**src/rtl/data_cache.sv**
```systemverilog
// Direct-mapped, write-through, no-write-allocate data cache sitting between the
// processor data port and a multi-cycle word-wide main memory.
module data_cache #(
   parameter int INDEX_BITS  = 4,
   parameter int OFFSET_BITS = 2
) (
   input  logic        clk,
   input  logic        reset,
   input  logic [31:0] cpu_addr,
   input  logic [31:0] cpu_wdata,
   input  logic        cpu_rd,
   input  logic        cpu_wr,
   output logic [31:0] cpu_rdata,
   output logic        stall,
   output logic        mem_req,
   output logic        mem_we,
   output logic [31:0] mem_addr,
   output logic [31:0] mem_wdata,
   input  logic [31:0] mem_rdata,
   input  logic        mem_ready
);

   localparam int TAG_BITS = 32 - INDEX_BITS - OFFSET_BITS - 2;
   localparam int LINES    = 1 << INDEX_BITS;
   localparam int WORDS    = 1 << OFFSET_BITS;

   localparam logic [1:0] IDLE   = 2'd0;
   localparam logic [1:0] REFILL = 2'd1;
   localparam logic [1:0] WRITE  = 2'd2;
   localparam logic [1:0] WDONE  = 2'd3;

   localparam logic [OFFSET_BITS-1:0] COUNT_ONE  = 1;
   localparam logic [OFFSET_BITS-1:0] COUNT_LAST = {OFFSET_BITS{1'b1}};

   logic [1:0]             state;
   logic [1:0]             next_state;
   logic [OFFSET_BITS-1:0] count;
   logic [LINES-1:0]       valid;
   logic [TAG_BITS-1:0]    tags  [LINES];
   logic [31:0]            words [LINES*WORDS];

   logic [OFFSET_BITS-1:0]            offset;
   logic [INDEX_BITS-1:0]             index;
   logic [TAG_BITS-1:0]               tag;
   logic [INDEX_BITS+OFFSET_BITS-1:0] word_sel;
   logic [INDEX_BITS+OFFSET_BITS-1:0] refill_sel;
   logic                              hit;
   logic                              refill_word;
   logic                              refill_last;
   logic                              unused_byte_bits;

   assign offset           = cpu_addr[OFFSET_BITS+1:2];
   assign index            = cpu_addr[INDEX_BITS+OFFSET_BITS+1:OFFSET_BITS+2];
   assign tag              = cpu_addr[31:32-TAG_BITS];
   assign word_sel         = {index, offset};
   assign refill_sel       = {index, count};
   assign hit              = valid[index] && (tags[index] == tag);
   assign refill_word      = (state == REFILL) && mem_ready;
   assign refill_last      = refill_word && (count == COUNT_LAST);
   assign unused_byte_bits = ^cpu_addr[1:0];

   // Tags and data carry no reset; only the valid bits decide what is usable.
   always_ff @(posedge clk) begin
      if (!reset) begin
         if (refill_word) begin
            words[refill_sel] <= mem_rdata;
         end else if ((state == IDLE) && cpu_wr && hit) begin
            words[word_sel] <= cpu_wdata;
         end
         if (refill_last) begin
            tags[index] <= tag;
         end
      end
   end

   always_ff @(posedge clk) begin
      if (reset) begin
         state <= IDLE;
         count <= '0;
         valid <= '0;
      end else begin
         state <= next_state;
         if ((state == IDLE) && !cpu_wr && cpu_rd && !hit) begin
            count <= '0;
         end else if (refill_word) begin
            count <= count + COUNT_ONE;
         end
         if (refill_last) begin
            valid[index] <= 1'b1;
         end
      end
   end

   always_comb begin
      next_state = state;
      case (state)
         IDLE: begin
            if (cpu_wr) begin
               next_state = WRITE;
            end else if (cpu_rd && !hit) begin
               next_state = REFILL;
            end
         end
         REFILL:  if (refill_last) next_state = IDLE;
         WRITE:   if (mem_ready) next_state = WDONE;
         default: next_state = IDLE;
      endcase
   end

   // Memory-side signals depend only on state and the held CPU request, so they
   // stay constant for the whole transaction.
   always_comb begin
      stall     = 1'b0;
      cpu_rdata = 32'd0;
      mem_req   = 1'b0;
      mem_we    = 1'b0;
      mem_addr  = 32'd0;
      mem_wdata = 32'd0;
      case (state)
         IDLE: begin
            if (cpu_wr) begin
               stall = 1'b1;
            end else if (cpu_rd) begin
               if (hit) begin
                  cpu_rdata = words[word_sel];
               end else begin
                  stall = 1'b1;
               end
            end
         end
         REFILL: begin
            stall    = 1'b1;
            mem_req  = 1'b1;
            mem_addr = {tag, index, count, 2'b00};
         end
         WRITE: begin
            stall     = 1'b1;
            mem_req   = 1'b1;
            mem_we    = 1'b1;
            mem_addr  = {cpu_addr[31:2], 2'b00};
            mem_wdata = cpu_wdata;
         end
         default: ;
      endcase
   end

endmodule

```
**config.mk**
```make
export PLATFORM = sky130hd
export DESIGN_NAME = data_cache
export DESIGN_NICKNAME = d
export VERILOG_FILES = /design/src/rtl/data_cache.sv
export SDC_FILE = /design/constraint.sdc
export NUM_CORES = 2
export LEC_CHECK = 0
export CORE_MARGIN = 2
export CORE_UTILIZATION = 50
export CTS_CLUSTER_DIAMETER = 60
export DETAILED_ROUTE_END_ITERATION = 16
export GPL_TIMING_DRIVEN = 1
export PLACE_DENSITY = 0.7
export SKIP_LAST_GASP = 1
export SLEW_MARGIN = 20
export SYNTH_ARGS = -nofsm -noshare
export SYNTH_HDL_FRONTEND = slang
export SYNTH_SLANG_ARGS = --single-unit
```
**constraint.sdc**
```tcl
create_clock -name clk -period 17.9 [get_ports clk]
set_input_delay 4.475 -clock clk [delete_from_list [all_inputs] [get_ports clk]]
set_output_delay 4.475 -clock clk [all_outputs]
set_load 0.03 [all_outputs]
```
==> flow_metrics.env <==
export IMPL_route_detailed_drc=0
export IMPL_worst_pin_slew_ns=1.18
export IMPL_final_min_clock_period_ns=15.40
export IMPL_synth_async_reset_ratio_pct=0
export IMPL_vias_per_cell=6.45
export IMPL_dieWidth_microns=441
export IMPL_layout_drive_gt1_share_pct=28.3
export IMPL_final_nets=4640
export IMPL_num_vias=46729
export IMPL_grt_remaining_overflow=0
export IMPL_cts_hold_buf=0
export IMPL_critPathSlowestCell="clkdlybuf4s50_1"
export IMPL_grtUsageTotal_pct=24.9
export IMPL_synth_edf_count=2432
export IMPL_rsz0062_at_grt="false"
export IMPL_max_stage_delay_ns=0.84
export IMPL_clockPowerShare_pct=41.2
export IMPL_syn_area_sq_um=95400
export IMPL_fin_ws_ns=2.50
export IMPL_p_int_w=0.00947
export IMPL_grt_max_degree=122
export IMPL_netSwitchingFraction_pct=21.7
export IMPL_grt_pass1_wl_mm=341
export IMPL_dp_hpwl_mm=131
export IMPL_maxSlewHeadroom_pct=21.3
export IMPL_grt_pass1_vias=46303
export IMPL_p_seq_share_pct=52.3
export IMPL_crit_type="primary input to output pin"
export IMPL_pre_cts_ws_ns=2.47
export IMPL_synthToLayoutAreaGrowth_pct=14.3
export IMPL_finalHoldViolations=0
export IMPL_place_area_sq_um=101000
export IMPL_p_per_area_nw_per_um2=111
export IMPL_cap_violations=0
export IMPL_postCtsSetupRepairBufs=0
export IMPL_ys_flop_type="edfxtp_1"
export IMPL_avgSynthCellArea_sq_um=22.8
export IMPL_start_kind="primary input"
export IMPL_num_rows=160
export IMPL_hold_worst_slack_ns=0.477
export IMPL_fin_skew_ns=0.0607
export IMPL_synth_seq_cells=2452
export IMPL_fin_crit_sh_pct=86.1
export IMPL_grtUsageMet1_pct=33.2
export IMPL_design_core_area_sq_um=190000
export IMPL_drt_pre_antenna_iters=8
export IMPL_report_final_slew_viol_count=0
export IMPL_dieArea_sq_um=194000
export IMPL_outcome="complete, no violations"
export IMPL_setup_tns_ns=0
export IMPL_routabilityCongestion=0.781
export IMPL_met3_usage_pct=5.21
export IMPL_critPathArrivalTime_ns=10.93
export IMPL_wl_mm=242
export IMPL_syn_inst=4178
export IMPL_port_buffers=195
export IMPL_clock_fmax_mhz=64.9
export IMPL_cp_max_fo=72
export IMPL_cts_tree="yes"
export IMPL_initial_utilization_pct=50.2
export IMPL_num_io_pins=200
export IMPL_min_path_type="register to register"
export IMPL_clock_sinks=2452
export IMPL_htreeDepth=4
export IMPL_p_leak_nw=34.2
export IMPL_clock_latency_ns=0.89
export IMPL_use_met2_pct=40.6
export IMPL_yosysUniqueCellTypes=65
export IMPL_clk_pin_slew_ns=0.06
export IMPL_comb_power_share_pct=6.5
export IMPL_clockBufferDepth=3
export IMPL_setup_viol=0
export IMPL_cp_cell_sequence="buf_8, buf_4, mux4_2, o22ai_1, o32ai_1, nand2_1, or4_1, a21oi_2, and3_1, nand3_2, buf_4, a211oi_1, clkdlybuf4s50_1"
export IMPL_yosys_warnings=0
export IMPL_antenna_found_initial=6
export IMPL_clock_root_buffer="clkbuf_16"
export IMPL_numCtsBuffers=232
export IMPL_ys_seq_area_share_pct=76.9
export IMPL_drt_iter0_drc=6075
export IMPL_gr_max_usage_layer="met2"
export IMPL_routedWlPerCell_microns=33.4
export IMPL_switchingPower_w=0.00262
export IMPL_critPathCaptureType="output pin"
export IMPL_die_y_microns=441
export IMPL_cp_common_cell="buf_4"
export IMPL_worstPathRequired_ns=13.43
export IMPL_finalPower_w=0.0121
export IMPL_drtAntennaViolNets=0
export IMPL_post_cts_resized=0
export IMPL_design_area_sq_um=109000
export IMPL_ir_worst_vdd_v=0.0000932
## cells in the mapped netlist (all sizes together) (2+ instances only)
master      n  area (sq um)
a2111oi     6          71.3
a211o       6          52.6
a211oi     13          97.6
a21o        4          30.0
a21oi      15          78.8
a221oi      5          43.8
a22o        8          70.1
a22oi      23           173
a311oi      2          17.5
a31oi       3          18.8
and2       63           394
and3        7          43.8
and3b      16           140
buf       118           638
clkbuf    115           432
dfxtp      20           400
edfxtp   2432         73000
ha          5          62.6
inv        26          97.6
mux2      105          1190
mux2i     104          1040
mux4      650         14700
nand2      43           161
nand2b      9          56.3
nand3      11          55.1
nand4       3          40.0
nor2       66           248
nor2b      17           106
nor3       39           215
nor3b      38           315
nor4        3          25.0
o2111ai     4          35.0
o211ai      7          52.6
o21a        3          22.5
o21ai      28           140
o221ai     20           175
o22a        7          61.3
o22ai      90           563
or2         3          18.8
xnor2      19           166
xor2       11          96.3
## area by class of cell
class | count | area (sq um)
timing repair buffer | 354 | 3280
clock buffer | 279 | 6020
multi-input combinational | 1467 | 21300
fill | 13329 | 80900
tap | 2511 | 3140
antenna | 1 | 2.50
inverter | 27 | 101
sequential | 2452 | 73400
clock inverter | 154 | 1730
## registers in the layout, summed over array words and instances (netlist names)
register / flops
tags: 384
count: 2
state: 2
valid: 16
words: 2048
## cell families (layout without fill, tap and decap cells)
kind of cell | after synthesis | in the layout | synth area share, %
xor gates and xnor gates | 30 | 30 | 0.275
and+or+nand+nor | 322 | 322 | 1.95
AOI/OAI and AO/OA | 249 | 249 | 1.83
adders and majority gates | 5 | 5 | 0.0655
other | 1 | 3 | 0.00393
DFF | 2452 | 2452 | 76.9
muxes | 859 | 859 | 17.7
buffers and inverters | 260 | 814 | 1.23
## power by group through the flow
stage | Clock (W) | Sequential [W] | Combinational, W
5_1_grt | 0.00525 | 0.00632 | 0.000835
4_1_cts | 0.00503 | 0.00632 | 0.000793
3_5_place_dp | 0 | 0.00645 | 0.000790
6_report | 0.00498 | 0.00632 | 0.000789
2_1_floorplan | 0 | 0.00644 | 0.000486
3_3_place_gp | 0 | 0.00644 | 0.000777
## final timing paths
check | startpoint | to | slack [ns] | cells past startpoint
max | cpu_addr[4] | cpu_rdata[16] | 2.50 | 13
min | valid[1] | valid[1] | 0.48 | 2
max reg2reg | tags[5][23] | words[51][31] | 12.42 | 10
min reg2reg | valid[1] | valid[1] | 0.48 | 2
## routing by layer
layer	part of all wire [%]	wire (microns)	vias to the layer above
met2	50	120000	2628
met1	37	89300	25081
li1	-	-	18551
met4	4.1	9910	6
met5	0.018	43	-
met3	9.5	22900	463
## per-stage QoR
step | instances | utilization [%]
after global placement | 6811 | 53.3
after global routing | 7245 | 57.4
after CTS | 7244 | 57.3
after detailed placement | 6811 | 53.3
after floorplan | 4179 | -
final | 7245 | 57.4
## placed cells by master (no fill, tap or decap), types with 23 or more instances in the layout
cell	netlist	final
edfxtp_1	2432	2432
mux4_2	639	639
clkbuf_16	0	234
clkdlybuf4s50_1	0	189
buf_4	9	151
mux2i_1	104	101
o22ai_1	90	90
mux2_2	104	73
and2_1	63	63
clkinv_1	1	61
nor2_1	66	49
clkbuf_1	115	45
nand2_1	43	42
clkinv_2	0	35
mux2_4	1	32
bufinv_16	0	30
o21ai_0	28	28
inv_1	26	26
nor3b_2	6	25
a22oi_1	23	23
nor3_1	35	23
## critical path: cells and delay by family
kind | cells | cell delay (ns)
buffers and inverters | 4 | 2.43
and+or+nand+nor | 4 | 1.76
AOI/OAI and AO/OA | 4 | 1.79
muxes | 1 | 0.32
No activity file was read; power rests on OpenSTA's default activity.
